<file path="src/rtl/fetch_pkg.sv">
// rtl/fetch_pkg.sv - shared types and constants for the instruction fetch stage
package fetch_pkg;

    typedef enum logic [1:0] {
        IDLE    = 2'd0,
        REQ     = 2'd1,
        DISCARD = 2'd2
    } fetch_state_t;

    typedef struct packed {
        logic [31:0] word;
        logic [31:0] pc;
        logic        thumb;
    } fetch_entry_t;

    localparam logic [31:0] ARM_STEP   = 32'd4;
    localparam logic [31:0] THUMB_STEP = 32'd2;

    // Thumb entries carry the whole fetched word; pc[1] picks the halfword.
    function automatic logic [31:0] entry_instr(input fetch_entry_t e);
        if (!e.thumb) begin
            return e.word;
        end else if (e.pc[1]) begin
            return {16'h0000, e.word[31:16]};
        end else begin
            return {16'h0000, e.word[15:0]};
        end
    endfunction

endpackage

</file>
<file path="src/rtl/fetch_queue.sv">
// rtl/fetch_queue.sv - DEPTH-entry prefetch FIFO of fetch entries
module fetch_queue
    import fetch_pkg::*;
#(
    parameter int DEPTH = 2
) (
    input  logic                       i_clk,
    input  logic                       i_rst_n,
    input  logic                       i_push,
    input  logic                       i_pop,
    input  logic                       i_clear,
    input  fetch_entry_t               i_data,
    output fetch_entry_t               o_head,
    output logic [$clog2(DEPTH):0]     o_count
);

    localparam int AW = $clog2(DEPTH);
    localparam logic [AW:0] L_FULL = (AW+1)'(DEPTH);

    fetch_entry_t    r_mem [DEPTH];
    logic [AW-1:0]   r_wptr;
    logic [AW-1:0]   r_rptr;
    logic [AW:0]     r_count;
    logic            w_push;
    logic            w_pop;

    assign w_push = i_push && (r_count != L_FULL);
    assign w_pop  = i_pop  && (r_count != '0);

    // Power-of-two depth lets the pointers wrap by plain overflow.
    always_ff @(posedge i_clk or negedge i_rst_n) begin
        if (!i_rst_n) begin
            r_wptr  <= '0;
            r_rptr  <= '0;
            r_count <= '0;
            for (int i = 0; i < DEPTH; i++) begin
                r_mem[i] <= '0;
            end
        end else if (i_clear) begin
            r_wptr  <= '0;
            r_rptr  <= '0;
            r_count <= '0;
        end else begin
            if (w_push) begin
                r_mem[r_wptr] <= i_data;
                r_wptr        <= r_wptr + AW'(1);
            end
            if (w_pop) begin
                r_rptr <= r_rptr + AW'(1);
            end
            case ({w_push, w_pop})
                2'b10:   r_count <= r_count + (AW+1)'(1);
                2'b01:   r_count <= r_count - (AW+1)'(1);
                default: r_count <= r_count;
            endcase
        end
    end

    assign o_head  = r_mem[r_rptr];
    assign o_count = r_count;

endmodule

</file>
<file path="src/rtl/arm_fetch_unit.sv">
// rtl/arm_fetch_unit.sv - ARM7 fetch stage: fetch PC, bus read FSM, prefetch queue
module arm_fetch_unit
    import fetch_pkg::*;
#(
    parameter logic [31:0] RESET_VECTOR = 32'h0000_0000,
    parameter int          DEPTH        = 2
) (
    input  logic        CLK,
    input  logic        reset_n,
    output logic        mem_req,
    output logic [31:0] mem_addr,
    input  logic        mem_ack,
    input  logic [31:0] mem_rdata,
    input  logic        flush,
    input  logic [31:0] flush_addr,
    input  logic        flush_thumb,
    output logic [31:0] instr,
    output logic [31:0] instr_pc,
    output logic        instr_thumb,
    output logic        instr_valid,
    input  logic        instr_ready
);

    localparam int AW = $clog2(DEPTH);
    localparam logic [AW:0] L_DEPTH    = (AW+1)'(DEPTH);
    localparam logic [AW:0] L_DEPTH_M1 = (AW+1)'(DEPTH - 1);

    fetch_state_t r_state;
    fetch_state_t w_state_nxt;
    logic [31:0]  r_pc;
    logic [31:0]  w_pc_nxt;
    logic         r_thumb;
    logic         w_thumb_nxt;
    logic [31:0]  r_disc_addr;
    logic [31:0]  w_step;
    logic [AW:0]  w_count;
    logic         w_push;
    logic         w_pop;
    logic         w_room_after;
    fetch_entry_t w_push_entry;
    fetch_entry_t w_head;

    assign w_step       = r_thumb ? THUMB_STEP : ARM_STEP;
    assign w_pop        = instr_valid && instr_ready && !flush;
    assign w_push       = (r_state == REQ) && mem_ack && !flush;
    // A same-cycle pop frees the slot the push is about to take.
    assign w_room_after = w_pop || (w_count < L_DEPTH_M1);
    assign w_push_entry = '{word: mem_rdata, pc: r_pc, thumb: r_thumb};

    always_comb begin
        w_state_nxt = r_state;
        w_pc_nxt    = r_pc;
        w_thumb_nxt = r_thumb;
        if (flush) begin
            w_pc_nxt    = flush_addr & ~32'h1;
            w_thumb_nxt = flush_thumb;
        end
        case (r_state)
            IDLE: begin
                if (flush || (w_count < L_DEPTH)) begin
                    w_state_nxt = REQ;
                end
            end
            REQ: begin
                if (flush) begin
                    w_state_nxt = mem_ack ? REQ : DISCARD;
                end else if (mem_ack) begin
                    w_pc_nxt    = r_pc + w_step;
                    w_state_nxt = w_room_after ? REQ : IDLE;
                end
            end
            DISCARD: begin
                if (mem_ack) begin
                    w_state_nxt = REQ;
                end
            end
            default: w_state_nxt = IDLE;
        endcase
    end

    always_ff @(posedge CLK or negedge reset_n) begin
        if (!reset_n) begin
            r_state     <= IDLE;
            r_pc        <= RESET_VECTOR;
            r_thumb     <= 1'b0;
            r_disc_addr <= RESET_VECTOR;
        end else begin
            r_state <= w_state_nxt;
            r_pc    <= w_pc_nxt;
            r_thumb <= w_thumb_nxt;
            // The abandoned address must stay on the bus until its ack arrives.
            if ((r_state == REQ) && flush && !mem_ack) begin
                r_disc_addr <= mem_addr;
            end
        end
    end

    fetch_queue #(
        .DEPTH (DEPTH)
    ) u_queue (
        .i_clk   (CLK),
        .i_rst_n (reset_n),
        .i_push  (w_push),
        .i_pop   (w_pop),
        .i_clear (flush),
        .i_data  (w_push_entry),
        .o_head  (w_head),
        .o_count (w_count)
    );

    assign mem_req     = (r_state != IDLE);
    assign mem_addr    = (r_state == DISCARD) ? r_disc_addr : {r_pc[31:2], 2'b00};
    assign instr       = entry_instr(w_head);
    assign instr_pc    = w_head.pc;
    assign instr_thumb = w_head.thumb;
    assign instr_valid = (w_count != '0);

endmodule

</file>
<file path="config.mk">
export PLATFORM = sky130hd
export DESIGN_NAME = arm_fetch_unit
export DESIGN_NICKNAME = d
export VERILOG_FILES = /design/src/rtl/fetch_pkg.sv /design/src/rtl/fetch_queue.sv /design/src/rtl/arm_fetch_unit.sv
export SDC_FILE = /design/constraint.sdc
export NUM_CORES = 1
export LEC_CHECK = 0
export ABC_AREA = 1
export CORE_MARGIN = 5
export CORE_UTILIZATION = 47
export DETAILED_ROUTE_END_ITERATION = 16
export GPL_TIMING_DRIVEN = 0
export PLACE_DENSITY = 0.71
export SKIP_CTS_REPAIR_TIMING = 1
export SYNTH_ARGS = -nofsm -noshare
export SYNTH_HDL_FRONTEND = slang
export SYNTH_HIERARCHICAL = 1
export SYNTH_SLANG_ARGS = --single-unit
export TNS_END_PERCENT = 10
</file>
<file path="constraint.sdc">
create_clock -name CLK -period 3.8 [get_ports CLK]
set_input_delay 0.57 -clock CLK [delete_from_list [all_inputs] [get_ports CLK]]
set_output_delay 0.57 -clock CLK [all_outputs]
set_load 0.1 [all_outputs]
</file>
### After elaboration in Yosys (flattened, before gate mapping)

Index checks and enable logic that the tools add are counted.

| word-level totals | value |
|---|---|
| bits in registers | 201 |
| bits of input ports | 70 |
| word-level logic and storage cells | 82 |

| cells by class | value |
|---|---|
| add/sub/neg operators | 5 |
| magnitude comparators | 5 |
| equality and inequality tests | 8 |
| mux-type cells | 27 |
| bitwise operators | 3 |
| reductions and logical operators | 21 |

Operator list:

| cell | number |
|---|---|
| $mux 65 | 4 |
| $mux 32 | 6 |
| $bwmux 130 | 1 |
| $demux 65 s1 | 1 |
| $add 32x3->32 | 1 |
| $mux 16 | 1 |
| $mux 2 | 6 |
| $logic_and 1x1->1 | 9 |
| $reduce_bool 2->1 | 4 |
| $ne 2x2->1 const B | 3 |
| $pmux 2 s3 | 1 |
| $mux 1 | 5 |
| $eq 2x1->1 const B | 2 |
| $eq 2x2->1 const B | 2 |
| $ge 2x2->1 const B | 2 |
| $lt 2x1->1 const B | 2 |
| $not 1->2 | 2 |
| $pmux 2 s2 | 1 |
| $mux 3 | 1 |
| $ne 3x3->1 const B | 1 |
| $reduce_and 3->1 | 1 |
| $reduce_bool 3->1 | 1 |
| $add 1x1->1 const B | 2 |
| $add 2x1->2 const B | 1 |
| other kinds (7) | 9 |

### Logic depth before layout (Yosys ltp)

Gate-level depths: netlist of the first run.

| logic depth | value |
|---|---|
| word-level depth | 8 |
| gate-level depth with buffers | 13 |

### By module

Netlist of the first run, hierarchy kept.

By module, submodules not included:

| module | instances | cells an instance | area each (um^2) | seq. area each (um^2) |
|---|---|---|---|---|
| fetch_queue | 1 | 729 | 6153.4 | 3353.2 |
| arm_fetch_unit | 1 | 700 | 4435.5 | 1676.6 |

### Worst setup path before layout of the first run

OpenSTA, ideal clock, no wires.

| timing path | value |
|---|---|
| path kind | register -> output |
| from | register u_queue.r_rptr |
| to | output port instr[0] |
| arrival time | 4.373 ns |
| required time | 3.230 ns |
| setup slack | -1.143 ns |
| stages on the path, launching flop included | 11 |
| path through | dfrtp_1 > clkbuf_1 > inv_1 > buf_2 > buf_2 > nand2_1 > nand2_1 > clkbuf_1 > nand2_1 > clkbuf_1 > o21ai_0 |

RTL lines:

| element | line | source |
|---|---|---|
| from (decl) | fetch_queue.sv:22 | `logic [AW-1:0] r_rptr;` |
| from (signal assigned) | fetch_queue.sv:49 | `r_rptr <= r_rptr + AW'(1);` |
| $not 1->2 (implied by the code) | fetch_queue.sv:59 | `assign o_head = r_mem[r_rptr];` |
| $mux 65 (implied by the code) (3 in series) | fetch_queue.sv:59 |  |
| net instr_thumb | arm_fetch_unit.sv:19 | `output logic instr_thumb,` |
| $mux 32 | fetch_pkg.sv:21 | `if (!e.thumb) begin` |
| to (decl) | arm_fetch_unit.sv:17 | `output logic [31:0] instr,` |

The timed path passes the listed nets, and every way through them passes these cells. The select of a mux whose other input is x is not followed.

### Final worst setup path of the first run

| timing path | value |
|---|---|
| from | register u_queue.r_rptr |
| to | output port instr[12] |

| on the way | value |
|---|---|
| word-level cells in the longest chain between the ends | 6 |

Ends and longest elaborated chain:

| element | line | source |
|---|---|---|
| $not 1->2 (implied by the code) (*) | fetch_queue.sv:59 |  |
| $mux 65 (implied by the code) (*) (3 in series) | fetch_queue.sv:59 |  |
| $mux 16 | fetch_pkg.sv:23 | `end else if (e.pc[1]) begin` |
| $mux 32 (*) | fetch_pkg.sv:21 |  |

Mark *: on every way between the ends. The rest lies on a longest branch, timed or not. The select of a mux whose other input is x is not followed.

==> results of run 1 <==
## power by group through the flow
stage	Clock (mW)	Combinational [mW]	Sequential, mW
2_1_floorplan	0	5.66	3.40
3_3_place_gp	0	7.28	3.52
3_5_place_dp	0	7.33	3.54
4_1_cts	2.30	7.37	3.52
5_1_grt	2.38	7.73	3.63
6_report	2.27	7.30	3.53
## cells by family (layout without fill, tap and decap cells)
| logic type | Yosys count | after routing | synth area share |
|---|---|---|---|
| simple gates | 749 | 749 | 0.278 |
| compound gates | 250 | 250 | 0.139 |
| buf+inv | 215 | 423 | 0.0952 |
| flops | 201 | 201 | 0.475 |
| xor+xnor | 10 | 10 | 0.00827 |
| fa+ha+maj | 3 | 3 | 0.00425 |
| mux | 1 | 1 | 0.000945 |
## layout make-up
cell class                      instances  area, sq um
Buffer                                 72          477
Multi-Input combinational cell       1013         4550
Sequential cell                       201         5030
Tap cell                              285          357
Fill cell                            2104         9010
Inverter                              143          539
Timing Repair Buffer                  168         1700
Clock inverter                          8          121
Clock buffer                           32          649
## path summary, 6_finish.rpt
path / from / slack (ns) / end / cells after the start
min reg2reg: r_disc_addr[16] / 0.48 / r_disc_addr[16] / 2
max in group asynchronous: reset_n / 2.70 / u_queue/r_mem[94] / 2
max reg2reg: r_thumb / 1.56 / r_pc[23] / 10
min in group CLK: r_disc_addr[16] / 0.48 / r_disc_addr[16] / 2
max: u_queue/r_rptr / 0.18 / instr[12] / 10
min: reset_n / 0.14 / u_queue/r_mem[123] / 1
## cells in the final DEF, fill, tap and decap left out, types with 8 or more instances in the layout
| cell | n |
|---|---|
| clkbuf_1 | 27 |
| o21ai_0 | 121 |
| o21ai_2 | 51 |
| buf_4 | 10 |
| dfrtp_1 | 201 |
| a21oi_1 | 8 |
| buf_2 | 22 |
| nand2_1 | 619 |
| inv_1 | 137 |
| clkbuf_16 | 23 |
| buf_6 | 21 |
| nor2_1 | 85 |
| clkbuf_4 | 11 |
| nand3_1 | 20 |
| dlymetal6s2s_1 | 16 |
| xor2_1 | 10 |
| o21ai_1 | 59 |
| clkdlybuf4s50_1 | 134 |
## critical path: stages (launching register included)
cell and delay (ns):
dfrtp_1 0.33, clkbuf_1 0.18, buf_2 0.31, clkbuf_4 0.30, nand2_1 0.07, nand2_1 0.10, clkbuf_2 0.24, nand2_1 0.21
clkbuf_1 0.26, o21ai_1 0.21, buf_4 0.32
## state kept, by name (all words and copies together) (netlist names)
name	cells
r_thumb	1
u_queue/r_wptr	1
r_pc	32
r_state	2
u_queue/r_mem	130
u_queue/o_count	2
u_queue/r_rptr	1
r_disc_addr	32
## per-stage QoR
step                      cell area, sq um  setup TNS (ns)   util  std cells  setup WS [ns]
after floorplan                      10600           -6.94      -       1429         -0.409
after global placement               12600        -1265.84  0.562       1881          -6.29
after detailed placement             12600           -5.57  0.564       1882         -0.399
after CTS                            13400          -19.36  0.598       1922         -0.953
after global routing                 13400       -0.000890  0.599       1922      -0.000890
final                                13400               0  0.599       1922          0.182
## layer usage
metal	vias to the layer above	part of all wire
met5	-	0
met3	57	0.056
li1	4829	-
met1	4640	0.43
met4	0	0.027
met2	341	0.48
==> out/qor.csv, run 1 <==
metric,value,unit
outcome,finished clean,
antenna_found_initial,0,
totalPowerFinal,13.1,mW
clockRootBuffer,clkbuf_16,
cts_tree,built,
synth.cell_area,10600,sq um
drt.antenna.violating_nets,0,
io_pins,169,
worst-endpoint-required,3.23,ns
synth.net_count,1502,
port_buffers,167,
grt.busiest_layer,met2,
grt_util_met3,0.0307,
yosys-top-cells-count,"619 x nand2_1, 201 x dfrtp_1, 137 x inv_1, 137 x o21ai_0, 85 x nor2_1",
via_count_of_the_first_global_routing_pass,9619,
grt_overflow,0,
worstHoldPathType,in2async,
drive_gt1_frac,0.108,
portion_of_total_power_attributed_to_the_clock_network,0.173,
power_switching,7.04,mW
yosys.cell_count.top_type,nand2_1,
chipHeight,160,microns
final-hold-violation-count,0,
num_antenna_cells,0,
grt_start_max_net_pins,110,
ys_async_sr_fraction,1.00,
vias,9867,
routed_wl,32200,microns
synthesized_area_per_cell,7.41,sq um
max_slew_margin,0.331,
timing.critical_path.from_type,register,
std_cell_rows,55,
post_synth_edffs,0,
p_sw_frac,0.537,
dr.pass1.iters,5,
finish.net_count,1695,
post_synth_main_area_contributors,"dfrtp_1 48%, nand2_1 22%, o21ai_0 6.5%, inv_1 4.9%, o21ai_2 4.2%",
detail_route.wl_per_cell,16.7,microns
yosysTopAreaCellShare,0.475,
tightest_slew,1.00,ns
clock_sink_total,201,
drc_errors,0,
htree_levels,1,
setup_viol_count_final,0,
yosysUniqueCellTypes,36,
die_area,25600,sq um
finalHoldWorstSlack,0.137,ns
crit_fanout,10,
worst_skew_pair.late_latency,0.51,ns
detail_route.vias_per_cell,5.13,
dp_hpwl,23400,microns
p_seq_frac,0.270,
netlist_instances,1429,
ys_dominant_reg_cell,dfrtp_1,
grt_use_met1,0.328,
end_kind,primary output,
initial_core_util,0.472,
power_share_of_the_combinational_group,0.557,
worst_setup_hold_path_clk_slew,0.06,ns
synth.largest_area_cell,dfrtp_1,
first_pass_grt_wire_length,51200,microns
worst_ir_drop_vdd,651,uV
finalWeightedCongestion,0.936,
yosys_warnings,6,
grt_util_all_layers,0.246,
drt_first_iter_violations,792,
finalClockSkew,0.0180,ns
final_period_minus_worst_setup_slack,3.62,ns
timing.max_cap.violations,0,
syn_to_final_growth,26.8,%
yosysSeqAreaShare,0.475,
number_of_storage_elements_in_the_synthesis_netlist,201,
finalMaxSlewViolations,0,
number_of_buffers_added_by_the_clock_tree_synthesis_step,23,
grt_met2_usage,0.424,
period_share,0.952,
critPathKind,reg2out,
intPower,6.06,mW
worst-endpoint-arrival,3.05,ns
fmaxAchievable,0.276,GHz
pd_cells,975,nW/um^2
leakage_power,6.90,nW
floorplan.die.width,160,microns
max-clock-path-buffers,3,
core_area,22400,sq um
Power figures use the tool's default switching activity.
==> run 2: changes to the inputs <==
--- a/config.mk
+++ b/config.mk
@@ -6,14 +6,14 @@
 export NUM_CORES = 1
 export LEC_CHECK = 0
 export ABC_AREA = 1
+export CAP_MARGIN = 20
 export CORE_MARGIN = 5
 export CORE_UTILIZATION = 47
 export DETAILED_ROUTE_END_ITERATION = 16
 export GPL_TIMING_DRIVEN = 0
-export PLACE_DENSITY = 0.71
+export PLACE_DENSITY = 0.72
 export SKIP_CTS_REPAIR_TIMING = 1
 export SYNTH_ARGS = -nofsm -noshare
 export SYNTH_HDL_FRONTEND = slang
-export SYNTH_HIERARCHICAL = 1
 export SYNTH_SLANG_ARGS = --single-unit
 export TNS_END_PERCENT = 10
==> run 2 against run 1 <==
  * Area after synthesis decreased by 4.0%
  * Wire length shrank 2.1%
  * Core utilization increased by 1.7 points
  * Non-clock buffer count decreased by 2
  * Critical path depth decreased by 5
  * Cell area fell by 3.1%
  * Register-to-register slack got worse by 0.09 ns
  * Critical endpoint is now instr[27]
  * Via count is 3.8% lower
  * Fmax decreased by 0.94%
  * Die area is 3.8% lower
  * First-iteration DRC count grew 12%
==> out/qor.csv, run 2 <==
metric,value,unit
dp_hpwl,23000,microns
yosysTopAreaCellShare,0.495,
final-hold-violation-count,0,
setup_viol_count_final,0,
port_buffers,166,
grt_start_max_net_pins,114,
floorplan.die.width,157,microns
clockRootBuffer,clkbuf_16,
netlist_instances,1345,
end_kind,primary output,
routed_wl,31500,microns
worst-endpoint-required,3.23,ns
initial_core_util,0.480,
r2r-end,r_pc[19],
worstPathCellList,buf_2 -> buf_2 -> mux2i_1 -> nor2_1 -> clkdlybuf4s50_1,
grt_util_all_layers,0.253,
detail_route.vias_per_cell,5.20,
crit_fanout,10,
max_reg_flops,130,
timing.max_cap.violations,0,
die_area,24700,sq um
path_delay_family,buffers and inverters,
drc_errors,0,
num_antenna_cells,0,
chipHeight,157,microns
outcome,finished clean,
ys_async_sr_fraction,1.00,
drt_first_iter_violations,886,
multiInputGateArea,4400,sq um
cts_tree,built,
layout_commonest_cell,nand2_1,
regMostFlops,u_queue.r_mem,
worst_setup_hold_path_clk_slew,0.06,ns
dp_worst_setup_slack,0.178,ns
worst_skew_pair.late_latency,0.50,ns
timing.critical_path.from_type,register,
drive_gt1_frac,0.0754,
post_synth_edffs,0,
critPathKind,reg2out,
rsz0062_at_grt,false,
timing.reg2reg.setup_slack,1.47,ns
finalClockSkew,0.00881,ns
regArea,5030,sq um
htree_levels,1,
detail_route.wl_per_cell,17.2,microns
post_synth_main_area_contributors,"dfrtp_1 50%, nand2_1 21%, o21ai_0 7.4%, inv_1 3.6%, nor2_1 3.0%",
max-clock-path-buffers,3,
vias,9496,
fmaxAchievable,0.274,GHz
yosysUniqueCellTypes,33,
clock_sink_total,201,
tightest_slew,0.991,ns
final_period_minus_worst_setup_slack,3.65,ns
yosysSeqAreaShare,0.495,
core_area,21200,sq um
drt.antenna.violating_nets,0,
first_pass_grt_wire_length,49800,microns
number_of_buffers_added_by_the_clock_tree_synthesis_step,22,
syn_to_final_growth,28.1,%
worst-endpoint-arrival,3.08,ns
period_share,0.961,
yosys-top-cells-count,"573 x nand2_1, 201 x dfrtp_1, 151 x o21ai_0, 97 x inv_1, 81 x nor2_1",
dr.pass1.iters,5,
cp_buf_inv_count,3,
max_slew_margin,0.338,
synth.net_count,1420,
number_of_storage_elements_in_the_synthesis_netlist,201,
synthesized_area_per_cell,7.55,sq um
most-common-layout-cells,"573 x nand2_1, 201 x dfrtp_1, 151 x o21ai_0",
worstHoldPathType,in2async,
yosys_warnings,0,
finalHoldWorstSlack,0.0373,ns
regToRegStartpoint,r_thumb,
antenna_found_initial,0,
synth.cell_area,10200,sq um
finalWeightedCongestion,1.00,
via_count_of_the_first_global_routing_pass,9355,
std_cell_rows,53,
largestRegisters,"u_queue.r_mem (130), r_disc_addr (32), r_pc (32)",
place_area,12200,sq um
longest_individual_stage_delay_on_the_worst_path,0.98,ns
r2r.worst_path.cells,10,
finish.net_count,1611,
critical-path-slowest-cell,clkdlybuf4s50_1,
filler_cell_count,1903,
synth.largest_area_cell,dfrtp_1,
final_area,13000,sq um
ys_dominant_reg_cell,dfrtp_1,
critical_path.most_common_cell,buf_2,
postLayoutSetupSlackWorst,0.148,ns
io_pins,169,
finalMaxSlewViolations,0,
grt_overflow,0,
yosys.cell_count.top_type,nand2_1,
-- run 2: changes by cell type after synthesis, sizes merged, moves of 15 or more --
cell / previous run / this run
buf: 48 / 19
clkbuf: 24 / 52
inv: 143 / 100
mux2i: 1 / 16
nand2: 624 / 574
o21ai: 231 / 216
-- run 2: layout make-up --
class | count | share of cell area
Multi-Input combinational cell | 973 | 0.338
Buffer | 71 | 0.0277
Sequential cell | 201 | 0.387
Clock inverter | 9 | 0.00769
Clock buffer | 30 | 0.0516
Inverter | 100 | 0.0288
Timing Repair Buffer | 167 | 0.133
Tap cell | 275 | 0.0264
-- run 2: worst max-delay path by stage --
stage,slack [ns],depth (start not counted),startpoint,end
after global routing,0.07,5,u_queue.r_rptr,instr[27]
final,0.15,5,u_queue.r_rptr,instr[27]
after detailed placement,0.18,6,u_queue.r_rptr,instr_pc[16]
after CTS,-0.37,6,u_queue.r_rptr,instr_pc[16]
after global placement,-6.32,1,reset_n,r_disc_addr[14]
after floorplan,-0.55,6,u_queue.r_rptr,instr[12]
-- run 2: logic make-up after synthesis --
| group | after synthesis | synth area share |
|---|---|---|
| DFF | 201 | 0.495 |
| buffers and inverters | 171 | 0.0724 |
| and+or+nand+nor | 701 | 0.270 |
| adders and majority gates | 5 | 0.00690 |
| AOI/OAI and AO/OA | 243 | 0.133 |
| xor gates and xnor gates | 8 | 0.00690 |
| muxes | 16 | 0.0158 |
-- run 2: worst register-to-register path: stages, from the launching register on --
cell,delay [ns]
dfrtp_1,0.40
ha_1,0.21
inv_1,0.06
fa_1,0.41
inv_1,0.09
nand3_1,0.15
nor2_1,0.47
nand2_1,0.14
o21ai_0,0.17
nand3_1,0.09
nand2_1,0.08
-- run 2: through the flow --
| step | utilization | setup TNS [ns] | instances |
|---|---|---|---|
| after floorplan | - | -8.17 | 1345 |
| after global placement | 0.575 | -1266.74 | 1786 |
| after detailed placement | 0.577 | 0 | 1787 |
| after CTS | 0.613 | -9.18 | 1826 |
| after global routing | 0.615 | 0 | 1826 |
| final | 0.615 | 0 | 1826 |
-- run 2: per-layer routing --
layer / wire (microns) / global-route usage / vias up
li1: - / - / 4622
met1: 13500 / 0.346 / 4474
met2: 15000 / 0.421 / 346
met3: 2030 / 0.0360 / 54
met4: 932 / 0.0754 / 0
met5: 0 / 0 / -
Power of run 2 is left out: the tool's default activity adds up to more than one toggle a clock period on the data nets, which glitch-free logic cannot reach.
